### src/rtl/poly_mac_acc.sv
// Serial-by-parallel polynomial multiply-accumulate.
// One coefficient of a per accepted beat is scaled by all of b_reg and summed into acc.
module poly_mac_acc #(
  parameter int W = 4,
  parameter int N = 4
) (
  input  logic               clk,
  input  logic               reset,
  input  logic               start,
  input  logic [N*W-1:0]     b,
  input  logic               coef_valid,
  input  logic [W-1:0]       dcoef,
  output logic               busy,
  output logic               done,
  output logic [(2*N-1)*W-1:0] prod
);

  localparam int M  = 2*N-1;
  localparam int CW = (N > 1) ? $clog2(N) : 1;

  localparam logic [1:0] IDLE = 2'd0;
  localparam logic [1:0] ACC  = 2'd1;
  localparam logic [1:0] DONE = 2'd2;

  logic [1:0]     state_q, state_d;
  logic [CW-1:0]  cnt_q, cnt_d;
  logic [N*W-1:0] breg_q, breg_d;
  logic [M*W-1:0] acc_q, acc_d;
  logic [M*W-1:0] prod_q, prod_d;

  always_comb begin
    state_d = state_q;
    cnt_d   = cnt_q;
    breg_d  = breg_q;
    acc_d   = acc_q;
    prod_d  = prod_q;
    unique case (state_q)
      IDLE: begin
        if (start) begin
          breg_d  = b;
          acc_d   = '0;
          cnt_d   = '0;
          state_d = ACC;
        end
      end
      ACC: begin
        if (coef_valid) begin
          // a[cnt]*b[j] lands in acc[cnt+j]
          for (int k = 0; k < M; k++) begin
            for (int j = 0; j < N; j++) begin
              if (int'(cnt_q) + j == k) begin
                acc_d[k*W +: W] = acc_d[k*W +: W]
                  + W'(dcoef * breg_q[j*W +: W]);
              end
            end
          end
          cnt_d = cnt_q + CW'(1);
          if (cnt_q == CW'(N-1)) begin
            state_d = DONE;
            prod_d  = acc_d;
          end
        end
      end
      DONE: begin
        state_d = IDLE;
      end
      default: begin
        state_d = IDLE;
      end
    endcase
  end

  always_ff @(posedge clk) begin
    if (reset) begin
      state_q <= IDLE;
      cnt_q   <= '0;
      breg_q  <= '0;
      acc_q   <= '0;
      prod_q  <= '0;
    end else begin
      state_q <= state_d;
      cnt_q   <= cnt_d;
      breg_q  <= breg_d;
      acc_q   <= acc_d;
      prod_q  <= prod_d;
    end
  end

  assign busy = (state_q == ACC);
  assign done = (state_q == DONE);
  assign prod = prod_q;

endmodule

### config.mk
export PLATFORM = sky130hd
export DESIGN_NAME = poly_mac_acc
export DESIGN_NICKNAME = d
export VERILOG_FILES = /design/src/rtl/poly_mac_acc.sv
export SDC_FILE = /design/constraint.sdc
export NUM_CORES = 1
export LEC_CHECK = 0
export BUFFER_PORTS_ARGS = -buffer_cell sky130_fd_sc_hd__buf_2
export CORE_ASPECT_RATIO = 1.25
export CORE_MARGIN = 3
export CORE_UTILIZATION = 60
export CTS_BUF_LIST = sky130_fd_sc_hd__clkbuf_4 sky130_fd_sc_hd__clkbuf_8
export CTS_CLUSTER_DIAMETER = 80
export CTS_CLUSTER_SIZE = 30
export DETAILED_ROUTE_END_ITERATION = 8
export PLACE_DENSITY_LB_ADDON = 0.08
export SLEW_MARGIN = 20
export SYNTH_ARGS = -nofsm -noshare
export SYNTH_HDL_FRONTEND = slang
export SYNTH_SLANG_ARGS = --single-unit
export TNS_END_PERCENT = 100
### constraint.sdc
create_clock -name clk -period 7.41 [get_ports clk]
set_input_delay 0.741 -clock clk [delete_from_list [all_inputs] [get_ports clk]]
set_output_delay 0.741 -clock clk [all_outputs]
set_load 0.01 [all_outputs]
==> impl_metrics.toml <==
[clock_tree]
htreeDepth = 3
cts_buffers = 9
cts.sink_count = 76
cts_tree = "built"
clkLatencyLatePin_ps = 370
cts_setup_buffers = 0
clk_pin_slew_ps = 90
root_buffer = "clkbuf_8"
cts_buffer_depth = 2
cts_resized = 0
holdBufCountCts = 0

[timing]
post-route-min-period_ps = 5480
fin_tns_setup_ps = 0
slew_viol_final = 0
finalHoldViolations = 0
fin_crit_sh_pct = 74.0
clock.fmax_mhz = 182
maxSlewHeadroom_pct = 24.4
setup_viol = 0
rsz0062_at_grt = "false"
tightest_slew_ps = 1130
finalClockSkew_ps = 7.92

[yosys]
ys_seq_elements = 76
synth_ff_type = "dfxtp_1"
synthArstFlopShare_pct = 0
syn_avg_cell_area_um2 = 8.82
ys.warnings.count = 0
synth.distinct_cells = 35
synth_edf_count = 0
synth_top_area_share_pct = 22.4
synthCells = 772
yosysSeqAreaShare_pct = 22.4
postSynthNetCount = 921
syn_area_um2 = 6810
yosys-top-cells-area = "dfxtp_1, ha_1, xnor2_1"
yosys.area.top_type = "dfxtp_1"

[die]
die_h_um = 125
die_area_um2 = 12700
die_w_um = 101
initial_utilization_pct = 62.9
rows = 42
io_pins = 54
core-area_um2 = 10800

[detailed_routing]
post_drt_wl_per_cell_um = 18.9
antenna_left = 0
drc = 0
drt_iter0_drc = 250
drt_wl_total_um = 18000
via_per_inst = 5.92
drt_pass1_iterations = 5
vias = 5630

[setup_path]
cp-end-kind = "flip-flop"
required_ps = 7670
cp.arrival_ps = 5740
crit_path_max_fanout = 16
start_kind = "primary input"
worst-setup-path-type = "primary input to flip-flop"
r2r_setup_slack_ps = 2160

[placed_design]
place_hpwl_um = 12800
place_congestion = 0.885
dp.cells = 935
portBuffers = 53

[cells_and_area]
mostFrequentLayoutCells = "nand2_1, ha_1, a21oi_1"
fillCellCount = 886
syn_to_final_growth_pct = 8.84
nNetsFinal = 963
finalNonFillerCells = 951
final_core_util_pct = 68.4
mostFrequentLayoutCell = "nand2_1"
drive_above_1_share_pct = 15.4
n_antenna_cell = 0
register_area_um2 = 1520
multi_input_area_um2 = 5050

[pwr]
power_density_nw_per_um2 = 143
peakVddDrop_mv = 0.0868
p_leak_nw = 3.74
finalPower_mw = 1.06

[grt]
track_usage_pct = 29.8
grt_pass1_wl_um = 29600
grt_max_degree = 66
grt_pass1_vias = 5831
antenna_found_initial = 0
overflow = 0

[job]
maxCapViolations = 0

[run_status]
status = "finished clean"

[min_path]
hold_class = "flip-flop to flip-flop"
==> worst paths after layout <==
| check | start | end | depth (start not counted) |
|---|---|---|---|
| worst max-delay path | dcoef[0] | prod[7] | 21 |
| worst min-delay path | prod[16] | prod[16] | 2 |
| worst max register to register | breg_q[1] | prod[7] | 20 |
| worst min register to register | prod[16] | prod[16] | 2 |
==> per-layer routing <==
layer / vias up / part of all wire, % / global-route usage [%]
li1: 2704 / - / -
met3: 63 / 6.2 / 5.13
met4: 0 / 5.0 / 15.3
met2: 199 / 49 / 50.7
met1: 2664 / 40 / 35.3
met5: - / 0 / 0
==> synthesized netlist by cell type, drive strengths merged, types with 2 or more instances <==
cell type / n
a211oi: 3
a21o: 26
a21oi: 81
a22o: 12
a22oi: 14
a2bb2oi: 2
and2: 25
buf: 5
clkbuf: 25
dfxtp: 76
fa: 25
ha: 100
inv: 31
mux2: 38
mux2i: 10
nand2: 122
nand2b: 2
nand3: 2
nor2: 54
nor2b: 6
nor3: 2
o211ai: 4
o21ai: 9
or2: 4
xnor2: 60
xnor3: 8
xor2: 23
==> layout make-up <==
cell class,count,share of cell area (%)
Clock buffer,10,1.86
Clock inverter,6,1.18
Inverter,32,1.62
Multi-Input combinational cell,634,68.2
Sequential cell,76,20.5
Tap cell,132,2.23
Timing Repair Buffer,61,4.39
==> power by group <==
group | switching, mW | internal [mW]
registers | 0.00808 | 0.417
clock network | 0.173 | 0.198
logic | 0.158 | 0.108
total | 0.339 | 0.723
==> metrics by stage <==
stage | setup WS (ps) | instance area, µm² | hold WS [ps]
after detailed placement | 1600 | 7180 | 445
after CTS | 1960 | 7410 | 458
after global placement | 1740 | 7180 | 438
after floorplan | 2020 | 6810 | 427
after global routing | 1620 | 7410 | 479
final | 1930 | 7410 | 458
==> worst max-delay path, cell delays in order <==
cell and delay [ps]:
buf_2 180, and2_1 190, ha_1 280, ha_1 280, ha_1 390, ha_1 340, xnor2_1 130, mux2_2 280
ha_1 330, xnor2_1 140, a21oi_1 220, ha_1 290, xnor2_1 130, mux2_2 270, ha_1 320, a21oi_1 180
xor2_1 190, nor2_2 50, xor2_1 210, xnor3_1 370, a22o_1 220
==> cells by family after synthesis <==
kind of cell             after synthesis  share of synthesized area, %
flip-flops                            76                          22.4
multiplexers                          48                          7.76
XOR/XNOR                              91                          13.4
adder cells (fa/ha/maj)              125                          25.7
AO/OA/AOI/OAI                        153                          13.9
AND/OR/NAND/NOR                      217                          13.5
buffers and inverters                 62                          3.44
==> registers in the layout, indices dropped and copies added, names as in the netlist <==
| register | count |
|---|---|
| breg_q | 16 |
| prod | 28 |
| cnt_q | 2 |
| state_q | 2 |
| acc_q | 28 |
No activity file was read; power rests on OpenSTA's default activity.
